<file path="src/rtl/aux_halt_ctrl_if.sv">
// Run-control signal bundle between aux_halt_ctrl (slave) and its environment (master).
// btn_step is only consumed when AUX_HALT_STEP_EN is defined.
interface aux_halt_ctrl_if;
   logic        btn_resume;
   logic        btn_step;
   logic        syscall_halt;
   logic        en;
   logic        halt;
   logic        resume;
   logic [15:0] halt_cnt;
   logic        halted;

   modport slave (
      input  btn_resume, btn_step, syscall_halt, en,
      output halt, resume, halt_cnt, halted
   );

   modport master (
      output btn_resume, btn_step, syscall_halt, en,
      input  halt, resume, halt_cnt, halted
   );
endinterface

</file>
<file path="src/rtl/aux_halt_ctrl.sv">
// Halt/resume pulse generator with synchronised, debounced resume/step buttons.
// Optional single-step support is compiled in when AUX_HALT_STEP_EN is defined.
module aux_halt_ctrl_debounce #(
   parameter int unsigned DEBOUNCE_CYCLES = 1000000
) (
   input  logic clk,
   input  logic rst_n,
   input  logic i_raw,
   output logic o_press
);
   // Toggle on the last of DEBOUNCE_CYCLES mismatching samples, so the
   // debounced level moves DEBOUNCE_CYCLES edges after the synchroniser output.
   localparam logic [23:0] LP_TERM = 24'(DEBOUNCE_CYCLES - 1);

   logic [1:0]  r_sync;
   logic        r_level;
   logic        r_level_d;
   logic [23:0] r_cnt;

   always_ff @(posedge clk or negedge rst_n) begin
      if (!rst_n) begin
         r_sync    <= '0;
         r_level   <= 1'b0;
         r_level_d <= 1'b0;
         r_cnt     <= '0;
      end else begin
         r_sync    <= {r_sync[0], i_raw};
         r_level_d <= r_level;
         if (r_sync[1] == r_level) begin
            r_cnt <= '0;
         end else if (r_cnt == LP_TERM) begin
            r_level <= ~r_level;
            r_cnt   <= '0;
         end else begin
            r_cnt <= r_cnt + 24'd1;
         end
      end
   end

   assign o_press = r_level & ~r_level_d;
endmodule

module aux_halt_ctrl #(
   parameter int unsigned DEBOUNCE_CYCLES = 1000000
) (
   input  logic           clk,
   input  logic           rst_n,
   aux_halt_ctrl_if.slave bus
);
   typedef enum logic [1:0] {
      ST_RUN,
`ifdef AUX_HALT_STEP_EN
      ST_STEP,
`endif
      ST_HALTED
   } state_t;

   state_t      r_state;
   logic        r_halt;
   logic        r_resume;
   logic        r_halted;
   logic [15:0] r_halt_cnt;
   logic        w_resume_evt;

   aux_halt_ctrl_debounce #(.DEBOUNCE_CYCLES(DEBOUNCE_CYCLES)) u_db_resume (
      .clk     (clk),
      .rst_n   (rst_n),
      .i_raw   (bus.btn_resume),
      .o_press (w_resume_evt)
   );

`ifdef AUX_HALT_STEP_EN
   logic w_step_evt;

   aux_halt_ctrl_debounce #(.DEBOUNCE_CYCLES(DEBOUNCE_CYCLES)) u_db_step (
      .clk     (clk),
      .rst_n   (rst_n),
      .i_raw   (bus.btn_step),
      .o_press (w_step_evt)
   );
`endif

   always_ff @(posedge clk or negedge rst_n) begin
      if (!rst_n) begin
         r_state    <= ST_RUN;
         r_halt     <= 1'b0;
         r_resume   <= 1'b0;
         r_halted   <= 1'b0;
         r_halt_cnt <= '0;
      end else begin
         r_halt   <= 1'b0;
         r_resume <= 1'b0;
         case (r_state)
            ST_RUN: begin
               if (bus.syscall_halt && bus.en) begin
                  r_halt   <= 1'b1;
                  r_halted <= 1'b1;
                  r_state  <= ST_HALTED;
                  if (r_halt_cnt != '1) r_halt_cnt <= r_halt_cnt + 16'd1;
               end
            end
            ST_HALTED: begin
               // Resume takes priority; a simultaneous step press is dropped.
               if (w_resume_evt) begin
                  r_resume <= 1'b1;
                  r_halted <= 1'b0;
                  r_state  <= ST_RUN;
               end
`ifdef AUX_HALT_STEP_EN
               else if (w_step_evt) begin
                  r_resume <= 1'b1;
                  r_halted <= 1'b0;
                  r_state  <= ST_STEP;
               end
`endif
            end
`ifdef AUX_HALT_STEP_EN
            ST_STEP: begin
               if (bus.en) begin
                  r_halt   <= 1'b1;
                  r_halted <= 1'b1;
                  r_state  <= ST_HALTED;
                  if (r_halt_cnt != '1) r_halt_cnt <= r_halt_cnt + 16'd1;
               end
            end
`endif
            default: begin
               r_state  <= ST_RUN;
               r_halted <= 1'b0;
            end
         endcase
      end
   end

   assign bus.halt     = r_halt;
   assign bus.resume   = r_resume;
   assign bus.halted   = r_halted;
   assign bus.halt_cnt = r_halt_cnt;
endmodule

</file>
<file path="src/flat_wrapper.sv">
// flat-port wrapper written by rule: the top's interface ports become plain ports
module aux_halt_ctrl_flat 
#(
   parameter int unsigned DEBOUNCE_CYCLES = 1000000
)
  (clk, rst_n, bus_btn_resume, bus_btn_step, bus_syscall_halt, bus_en, bus_halt, bus_resume, bus_halt_cnt, bus_halted);
  aux_halt_ctrl_if bus_i ();
  input  logic clk;
  input  logic rst_n;
  input wire logic [$bits(bus_i.btn_resume)-1:0] bus_btn_resume;
  input wire logic [$bits(bus_i.btn_step)-1:0] bus_btn_step;
  input wire logic [$bits(bus_i.syscall_halt)-1:0] bus_syscall_halt;
  input wire logic [$bits(bus_i.en)-1:0] bus_en;
  output wire logic [$bits(bus_i.halt)-1:0] bus_halt;
  output wire logic [$bits(bus_i.resume)-1:0] bus_resume;
  output wire logic [$bits(bus_i.halt_cnt)-1:0] bus_halt_cnt;
  output wire logic [$bits(bus_i.halted)-1:0] bus_halted;
  assign bus_i.btn_resume = bus_btn_resume;
  assign bus_i.btn_step = bus_btn_step;
  assign bus_i.syscall_halt = bus_syscall_halt;
  assign bus_i.en = bus_en;
  assign bus_halt = bus_i.halt;
  assign bus_resume = bus_i.resume;
  assign bus_halt_cnt = bus_i.halt_cnt;
  assign bus_halted = bus_i.halted;
  aux_halt_ctrl #(.DEBOUNCE_CYCLES(DEBOUNCE_CYCLES)) u_core (.clk(clk), .rst_n(rst_n), .bus(bus_i));
endmodule
</file>
<file path="config.mk">
export PLATFORM = sky130hd
export DESIGN_NAME = aux_halt_ctrl_flat
export DESIGN_NICKNAME = d
export VERILOG_FILES = /design/src/rtl/aux_halt_ctrl_if.sv /design/src/rtl/aux_halt_ctrl.sv /design/src/flat_wrapper.sv
export SDC_FILE = /design/constraint.sdc
export NUM_CORES = 1
export LEC_CHECK = 0
export ABC_AREA = 1
export CAP_MARGIN = 15
export CORE_MARGIN = 8
export CORE_UTILIZATION = 45
export DETAILED_ROUTE_END_ITERATION = 10
export PLACE_DENSITY = 0.73
export SYNTH_ARGS = -nofsm -noshare
export SYNTH_HDL_FRONTEND = slang
export SYNTH_SLANG_ARGS = --single-unit
</file>
<file path="constraint.sdc">
create_clock -name clk -period 2.9 [get_ports clk]
set_input_delay 0.435 -clock clk [delete_from_list [all_inputs] [get_ports clk]]
set_output_delay 0.435 -clock clk [all_outputs]
set_load 0.01 [all_outputs]
</file>
==> results of run 1 <==
[worst max-delay path, cell delays in order, from the launching register on]
cell and delay (ns):
dfrtp_1 0.47, nand2_1 0.14, o31ai_4 0.67, nand2_4 0.25, nand2_1 0.12, nand2_1 0.05
[per-layer routing]
metal / routed length, um / track usage / part of all wire / vias up
li1: - / - / - / 1119
met1: 2520 / 0.170 / 0.47 / 1026
met2: 2580 / 0.227 / 0.48 / 44
met3: 206 / 0.0321 / 0.038 / 8
met4: 67 / 0.0423 / 0.012 / 0
met5: 0 / 0 / 0 / -
[cell usage after synthesis]
| library cell | number |
|---|---|
| a21oi_1 | 5 |
| and2_1 | 2 |
| buf_2 | 1 |
| buf_4 | 1 |
| buf_6 | 1 |
| clkbuf_1 | 1 |
| dfrtp_1 | 47 |
| ha_1 | 2 |
| inv_1 | 27 |
| nand2_1 | 102 |
| nand2_2 | 1 |
| nand2_4 | 2 |
| nand3_1 | 39 |
| nand3_2 | 1 |
| nand3b_1 | 1 |
| nand4_1 | 2 |
| nor2_1 | 75 |
| nor3_1 | 1 |
| nor3_4 | 1 |
| o21ai_0 | 4 |
| o31ai_4 | 1 |
| or2_2 | 1 |
| xnor2_1 | 11 |
| xor2_1 | 12 |
[cell usage in the layout (no fill, tap or decap), types with 4 or more instances in the layout]
cell type,n
o21ai_0,4
xor2_1,12
inv_1,27
nand2_1,102
nand3_1,39
a21oi_1,5
nor2_1,75
clkdlybuf4s50_1,22
xnor2_1,11
dfrtp_1,47
clkbuf_8,6
[final cells by class]
type	count	area [um^2]
fill	530	2540
timing repair buffer	24	245
tap	72	90.1
sequential	47	1180
clock inverter	2	16.3
multi-input combinational	263	1250
inverter	27	101
clock buffer	6	82.6
[state kept, by name, indices dropped and copies added (netlist names)]
register and count:
u_core.u_db_resume.r_cnt 24, u_core.bus.halt_cnt 16, u_core.u_db_resume.r_sync 2, u_core.bus.halt 1
u_core.bus.resume 1, u_core.r_state 1, u_core.u_db_resume.r_level 1, u_core.u_db_resume.r_level_d 1
[power groups by stage]
stage	sequential, mW	combinational [mW]	clock (mW)
2_1_floorplan	0.675	0.0124	0
3_3_place_gp	0.676	0.0335	0
3_5_place_dp	0.676	0.0337	0
4_1_cts	0.663	0.0338	0.433
5_1_grt	0.664	0.0409	0.458
6_report	0.663	0.0354	0.418
[how the worst min path moves through the flow]
stage | startpoint | end | slack [ns] | cells after the start
after floorplan | rst_n | u_core.bus.halt$_DFF_PN0_ | 0.14 | 0
after global placement | u_core.u_db_resume.r_sync[0]$_DFF_PN0_ | u_core.u_db_resume.r_sync[1]$_DFF_PN0_ | 0.33 | 0
after detailed placement | u_core.u_db_resume.r_sync[0]$_DFF_PN0_ | u_core.u_db_resume.r_sync[1]$_DFF_PN0_ | 0.35 | 0
after CTS | rst_n | u_core.bus.halt_cnt[2]$_DFFE_PN0P_ | 0.36 | 1
after global routing | rst_n | u_core.u_db_resume.r_cnt[3]$_DFF_PN0_ | 0.05 | 1
final | rst_n | u_core.u_db_resume.r_cnt[20]$_DFF_PN0_ | 0.03 | 1
[logic make-up after synthesis]
kind of cell,after synthesis
buffers and inverters,31
DFF,47
xor gates and xnor gates,23
AOI/OAI and AO/OA,10
adders and majority gates,2
and+or+nand+nor,228
==> impl_metrics.py, run 1 <==
metrics = {
    "setup_path": {
        "ff2ff_setup_slack_ns": 1.07,
        "cp-end-kind": "register",
        "critPathCapture": "u_core.bus.halt_cnt[4]$_DFFE_PN0P_",
        "reg2reg_from": "u_core.bus.halt_cnt[13]$_DFFE_PN0P_",
        "cp-start-kind": "register",
        "crit_fanout": 18,
        "crit_required_ns": 3.09,
        "worstSetupPathType": "reg2reg",
        "reg2reg_to": "u_core.bus.halt_cnt[4]$_DFFE_PN0P_",
        "r2r_cells": 5,
        "critPathArrivalTime_ns": 2.02,
        "critPathLaunch": "u_core.bus.halt_cnt[13]$_DFFE_PN0P_",
    },
    "synthesis": {
        "synth_compound_area_frac": 0.0259,
        "synth_area_mm2": 0.00256,
        "synth_top_area_frac": 0.460,
        "synth-xor-area-share": 0.0788,
        "synth_cells": 341,
        "synth_nets": 349,
        "yosys.area_share.simple": 0.375,
        "ys_seq_elements": 47,
        "synthMuxAreaShare": 0,
        "avgSynthCellArea_um2": 7.50,
        "synthAdderAreaFrac": 0.00979,
        "synth_top_area_cell": "dfrtp_1",
        "ys_seq_area_frac": 0.460,
        "synth_cell_types": 24,
        "synth_top_family_by_area": "simple AND/OR/NAND/NOR gates",
        "yosys_warnings": 0,
        "netlist_top_cells_area": "dfrtp_1 (46%), nand2_1 (15%), nor2_1 (11%)",
    },
    "clocking": {
        "root_buffer": "clkbuf_8",
        "postCtsSetupBuffers": 0,
        "cts_tree": "done",
        "cts_sinks": 47,
        "postCtsHoldBufs": 0,
        "cts_made_buffers": 5,
        "cts.path.max_buffers": 2,
        "cts_max_level": 2,
        "cts_resized": 0,
        "path_clk_slew_ns": 0.09,
        "clk_latency_ns": 0.30,
    },
    "routing": {
        "totalWireLength_mm": 5.37,
        "drtPass1Iterations": 4,
        "wl_per_cell_um": 12.2,
        "ant_nets": 0,
        "drc": 0,
        "vias_per_cell": 4.98,
        "drt_iter0_drc": 92,
        "vias": 2197,
    },
    "job": {
        "cap_violations": 0,
    },
    "worst_hold_path": {
        "hp-class": "in2async",
    },
    "die": {
        "io_pins": 25,
        "die_height_um": 91.4,
        "std_cell_rows": 27,
        "fp.coreArea_mm2": 0.00551,
        "initial_utilization": 0.464,
        "die_x_um": 91.4,
        "dieArea_mm2": 0.00835,
    },
    "finish": {
        "drive_above_1_share": 0.0461,
        "nNetsFinal": 376,
        "final_util": 0.538,
        "design_area_mm2": 0.00296,
        "layoutNonFillerInstCount": 441,
        "area_growth_pct": 15.9,
        "n_antenna_cell": 0,
    },
    "timing": {
        "skew_ns": 0.00901,
        "period_share": 0.631,
        "tightest_slew_ns": 0.798,
        "worst_hold_slack_ns": 0.0323,
        "maxSlewViolCount": 0,
        "maxSlewHeadroom": 0.468,
        "rsz0062_at_grt": "no",
        "finalSetupViolCount": 0,
        "fin_crit_ns": 1.83,
        "finalHoldViolCount": 0,
        "timing.final.ws_setup_ns": 1.07,
        "fin_setup_tns_ns": 0,
        "clock.fmax_mhz": 546,
    },
    "global_route": {
        "first_global_vias": 2156,
        "antenna_found_initial": 0,
        "grt_pass1_wl_mm": 9.57,
        "overflow": 0,
        "grt_util_all_layers": 0.136,
        "grt_max_degree": 48,
    },
    "power": {
        "p_per_area_mw_per_mm2": 377,
        "internal_power_uw": 866,
        "pwr-share-comb": 0.032,
        "p_seq_frac": 0.594,
        "worst_ir_drop_vdd_mv": 0.242,
        "finalPower_mw": 1.12,
        "power_leakage_nw": 1.34,
        "power.share.clock": 0.374,
        "p_sw_uw": 250,
        "switching_share": 0.224,
    },
    "outcome": {
        "outcome": "completed",
    },
    "place": {
        "dp_slack_ns": 1.04,
        "place_area_mm2": 0.00284,
        "place_inst": 432,
        "hpwl_mm": 3.80,
        "numPortBuffers": 23,
        "gp_congestion": 0.881,
    },
}
(Power assumes the default switching activity.)
==> run 2, diff against run 1 <==
PLACE_DENSITY = 0.76   (was 0.73)
clock period = 1.55 ns   (was 2.9 ns; I/O delays follow)
==> run 2 against run 1 <==
Non-clock buffer count rose by 30. Global-route usage rose by 1.3 points. Count of clock-buffer cells in the layout down 1. Register-to-register slack got worse by 0.96 ns. Sequential share of layout area is 3.1 points lower. Design area is 9.3% higher. Largest power group unchanged.
==> impl_metrics.py, run 2 (synthesized netlist as in run 1, its figures left out) <==
metrics = {
    "global_route": {
        "antenna_found_initial": 0,
        "grt_pass1_wl_mm": 10.4,
        "grt_max_degree": 29,
        "overflow": 0,
        "first_global_vias": 2385,
        "grt_util_all_layers": 0.150,
    },
    "finish": {
        "area_growth_pct": 26.7,
        "final_common_cell": "nand2_1",
        "design_area_mm2": 0.00324,
        "nNetsFinal": 406,
        "top_register": "u_core.u_db_resume.r_cnt",
        "n_antenna_cell": 0,
        "fillCellCount": 489,
        "drive_above_1_share": 0.148,
        "layout_common_cells": "nand2_1 (101), nor2_1 (70), dfrtp_1 (41), nand3_1 (39)",
        "largest_reg_flops": 24,
    },
    "timing": {
        "rsz0062_at_grt": "yes",
        "finalHoldViolCount": 0,
        "fin_crit_ns": 1.52,
        "fin_setup_tns_ns": 0,
        "finalSetupViolCount": 0,
        "skew_ns": 0.00751,
        "tightest_slew_ns": 0.685,
        "period_share": 0.984,
        "maxSlewViolCount": 0,
        "worst_hold_slack_ns": 0.360,
        "maxSlewHeadroom": 0.543,
        "timing.final.ws_setup_ns": 0.0255,
        "clock.fmax_mhz": 656,
    },
    "setup_path": {
        "critPathLaunch": "u_core.bus.halt_cnt[10]$_DFFE_PN0P_",
        "reg2reg_to": "u_core.bus.halt_cnt[8]$_DFFE_PN0P_",
        "cp.depth": 1,
        "cp.buffers_inverters": 1,
        "ff2ff_setup_slack_ns": 0.11,
        "crit_slowest_cell": "clkdlybuf4s50_1",
        "crit_required_ns": 1.32,
        "slowest_delay_ns": 0.56,
        "worstSetupPathType": "reg2out",
        "cp-start-kind": "register",
        "path_cells": "clkdlybuf4s50_1",
        "crit_family": "buffers and inverters",
        "reg2reg_from": "u_core.bus.halt_cnt[1]$_DFFE_PN0P_",
        "crit_fanout": 6,
        "r2r_cells": 9,
        "critPathArrivalTime_ns": 1.29,
        "critPathCapture": "bus_halt_cnt[10]",
        "cp-end-kind": "primary output",
    },
    "power": {
        "p_per_area_mw_per_mm2": 643,
        "power.share.clock": 0.368,
        "switching_share": 0.242,
        "worst_ir_drop_vdd_mv": 0.418,
        "power_leakage_nw": 1.54,
        "pwr-share-comb": 0.037,
        "p_seq_frac": 0.596,
        "p_sw_uw": 505,
        "internal_power_mw": 1.58,
        "finalPower_mw": 2.08,
    },
    "place": {
        "hpwl_mm": 4.30,
        "gp_congestion": 0.897,
        "numPortBuffers": 23,
        "dp_slack_ns": -0.0422,
        "place_area_mm2": 0.00306,
    },
    "routing": {
        "wl_per_cell_um": 12.8,
        "drc": 0,
        "vias_per_cell": 5.00,
        "ant_nets": 0,
        "drt_iter0_drc": 139,
        "vias": 2353,
        "totalWireLength_mm": 6.02,
        "drtPass1Iterations": 4,
    },
    "clocking": {
        "cts_max_level": 2,
        "cts_sinks": 47,
        "clk_latency_ns": 0.31,
        "path_clk_slew_ns": 0.10,
        "cts_made_buffers": 5,
        "cts_tree": "done",
        "cts.path.max_buffers": 2,
        "root_buffer": "clkbuf_8",
    },
    "outcome": {
        "outcome": "completed",
    },
    "die": {
        "io_pins": 25,
        "initial_utilization": 0.464,
        "die_height_um": 91.4,
        "std_cell_rows": 27,
        "dieArea_mm2": 0.00835,
        "fp.coreArea_mm2": 0.00551,
        "die_x_um": 91.4,
    },
    "job": {
        "cap_violations": 0,
    },
    "worst_hold_path": {
        "hp-class": "reg2reg",
    },
}
[run 2: power by group through the flow]
stage               Sequential (mW)  Clock (mW)  Combinational (mW)
global placement               1.26           0              0.0738
finish                         1.24       0.765              0.0767
detailed placement             1.26           0              0.0752
CTS                            1.24       0.784              0.0774
global route                   1.24       0.820              0.0886
floorplan                      1.26           0              0.0232
[run 2: metrics by stage]
stage / std cells / utilization
floorplan: 341 / -
global placement: 455 / 0.556
detailed placement: 455 / 0.556
CTS: 467 / 0.577
global route: 471 / 0.588
finish: 471 / 0.588
[run 2: layout make-up]
type                    instances  area [um^2]  share of cell area
clock buffers                   5         68.8              0.0213
repair buffers                 54          479               0.148
multi-input cells             263         1290               0.400
inverters                      27          101              0.0313
well taps                      72         90.1              0.0278
flip-flops and latches         47         1180               0.366
clock inverters                 3         20.0             0.00618
[run 2: worst min-delay path by stage]
stage,start,to,slack (ns),cells past startpoint
2_1_floorplan,rst_n,u_core.bus.halt$_DFF_PN0_,-0.06,0
3_3_place_gp,rst_n,u_core.u_db_resume.r_cnt[3]$_DFF_PN0_,0.30,1
3_5_place_dp,rst_n,u_core.u_db_resume.r_cnt[3]$_DFF_PN0_,0.31,1
4_1_cts,bus_btn_resume,u_core.u_db_resume.r_sync[0]$_DFF_PN0_,0.36,1
5_1_grt,bus_btn_resume,u_core.u_db_resume.r_sync[0]$_DFF_PN0_,0.36,1
6_report,u_core.u_db_resume.r_sync[0]$_DFF_PN0_,u_core.u_db_resume.r_sync[1]$_DFF_PN0_,0.36,0
[run 2: per-layer routing]
metal | track usage | share of wire | vias to the layer above
met5 | 0 | 0 | -
met2 | 0.262 | 0.49 | 51
met1 | 0.169 | 0.46 | 1116
li1 | - | - | 1177
met3 | 0.0321 | 0.034 | 9
met4 | 0.0723 | 0.017 | 0
[run 2: repair_timing]
action / CTS / global route
setup endpoints to repair: 15 / 27
buffers inserted: 3 / 4
pin swaps: 0 / 0
resized for setup: 14 / 10
endpoints found under the hold margin: 25 / 0
hold buffers: 1 / 0
==> patch (flow settings as in run 2) <==
The option `AUX_HALT_STEP_EN` is turned on by a define.
--- a/src/rtl/aux_halt_ctrl.sv
+++ b/src/rtl/aux_halt_ctrl.sv
@@ -1,4 +1,6 @@
 // Halt/resume pulse generator with synchronised, debounced resume/step buttons.
 // Optional single-step support is compiled in when AUX_HALT_STEP_EN is defined.
+`define AUX_HALT_STEP_EN
+
 module aux_halt_ctrl_debounce #(
    parameter int unsigned DEBOUNCE_CYCLES = 1000000
Formal check against the unedited RTL: same outputs for any inputs over 10 cycles, from zero or initial values and one cycle with rst_n low; that may be too few to reach the edited logic, so the function may still have changed.
==> patch against run 2 <==
  * Sequential cell count up 30
  * Final area rose by 65%
  * Core utilization decreased by 0.38 points
  * Wire length up 69%
  * Sequential power increased by 82%
  * Count of clock-buffer cells in the layout up 5
  * Synthesized area rose by 65%
  * Global-route usage up 0.95 points
  * Clock skew rose by 0.0014 ns
  * Combinational power increased to 14 times the old value
  * Cell count up 65%
  * Total power increased by 130%
  * Setup slack gained 0.0023 ns
  * Critical endpoint is now u_core.bus.halt_cnt[10]
==> patch: results (changes against run 2) <==
Placed design
  • Number of port buffers: 24 (+4.3%)
  • Area after DPL: 4950 µm² (+61%)
  • Detail Placement HPWL: 7210 µm (+68%)
  • Dpl ws: -0.0738 ns (-0.0316 ns)
  • Post-placement cell count: 749 (+65%)
  • Routability cong.: 0.951 (+6.0%)

Finish
  • Ratio of cells with drive above 1 in the final layout: 17.1% (+2.4 points)
  • Nets: 669 (+65%)
  • Non-filler instance count after layout: 776 (+65%)

Clocking
  • TritonCTS buffer count: 9 (+4)
  • Worst-Skew Late Latency: 0.35 ns (+0.04 ns)
  • Htree depth: 3 (+1)
  • Worst-path clk slew: 0.08 ns (-0.02 ns)
  • Max Buffers Root-to-Sink: 2 (unchanged)

Yosys
  • Post-Synth XOR/XNOR Area: 6.66% (-1.2 points)
  • Top cells by area, synth: dfrtp_1 46%, nand2_1 15%, nor2_1 12%, nand3_1 5.8%, inv_1 4.5%
  • Post-synth cell types: 30 (+25%)
  • Synth Area in Adders: 0.892% (-0.087 points)
  • Synthesized Nets: 582 (+67%)
  • Post-synthesis sequential area ratio: 45.8% (-0.25 points)
  • Area share of the largest cell type after synthesis: 45.8% (-0.25 points)
  • Post-synthesis compound-gate area fraction: 2.70% (+0.11 points)
  • Synthesized area per cell: 7.35 µm² (-2.0%)

Power and ir drop
  • Maximum VDD drop: 479 µV (+14%)
  • Leak: 2.48 nW (+61%)
  • P_sw: 0.00143 W (+180%)

Setup path
  • Crit. Startpoint: u_core.bus.halt_cnt[0]
  • Worst reg2reg path depth: 10 (+1)
  • Slowest cell delay on critical path: 0.38 ns (-0.18 ns)
  • Critical path's top delay family: simple AND/OR/NAND/NOR gates
  • WP data arrival: 1.78 ns (+0.49 ns)
  • Setup crit end: u_core.bus.halt_cnt[10]

STA
  • Skew final: 0.00895 ns (+0.00144 ns)
  • Fin Hold WS: 0.285 ns (-0.0750 ns)
  • Rel. slew slack: 67.9% (+14 points)
  • Max frequency: 0.657 GHz (+0.15%)

Min path
  • Worst hold path class: input pin to async pin

Route
  • Routed WL per cell: 13.1 µm (+2.6%)
  • Initial drt markers: 268 (+93%)
  • Total number of vias: 3948 (+68%)
  • Routed wl met3: 525 µm (+160%)
  • DR WL met2: 4710 µm (+59%)

Global route
  • Number of global-route vias before repair: 3703 (+55%)
  • First-pass GRT wire length: 16600 µm (+59%)
  • Met2 Usage GRT: 25.0% (-1.2 points)
  • Largest net degree at the start of global routing: 44 (+52%)
  • M1 GR Usage: 20.4% (+3.5 points)
  • M3 GR Usage: 3.83% (+0.62 points)
  • Tot GR Track Use: 15.9% (+0.95 points)

Outcome
  • Status: completed
patch: cells by family (layout without fill, tap and decap cells):
logic type | after synthesis | after routing
compound gates | 17 | 17
xor+xnor | 32 | 32
fa+ha+maj | 3 | 3
buf+inv | 57 | 148
flops | 77 | 77
simple gates | 387 | 388
patch: power groups by stage:
stage          Combinational [W]  Sequential, W  Clock [W]
6_report                 0.00106        0.00226    0.00149
5_1_grt                  0.00115        0.00228    0.00162
4_1_cts                 0.000934        0.00225    0.00153
3_5_place_dp            0.000968        0.00229          0
3_3_place_gp            0.000951        0.00228          0
2_1_floorplan           0.000406        0.00235          0
patch: area by class of cell:
cell class,count,area (µm²)
well taps,111,139
inverters,51,191
clock inverters,6,63.8
multi-input cells,440,2170
flip-flops and latches,77,1930
fillers,787,3800
repair buffers,81,727
clock buffers,10,128
patch: what timing repair did:
item	in CTS	in global routing
hold buffers	1	0
buffers inserted	3	5
pin swaps	0	10
endpoints found under the hold margin	15	0
cloned	0	2
resized for setup	17	35
setup endpoints to repair	17	34
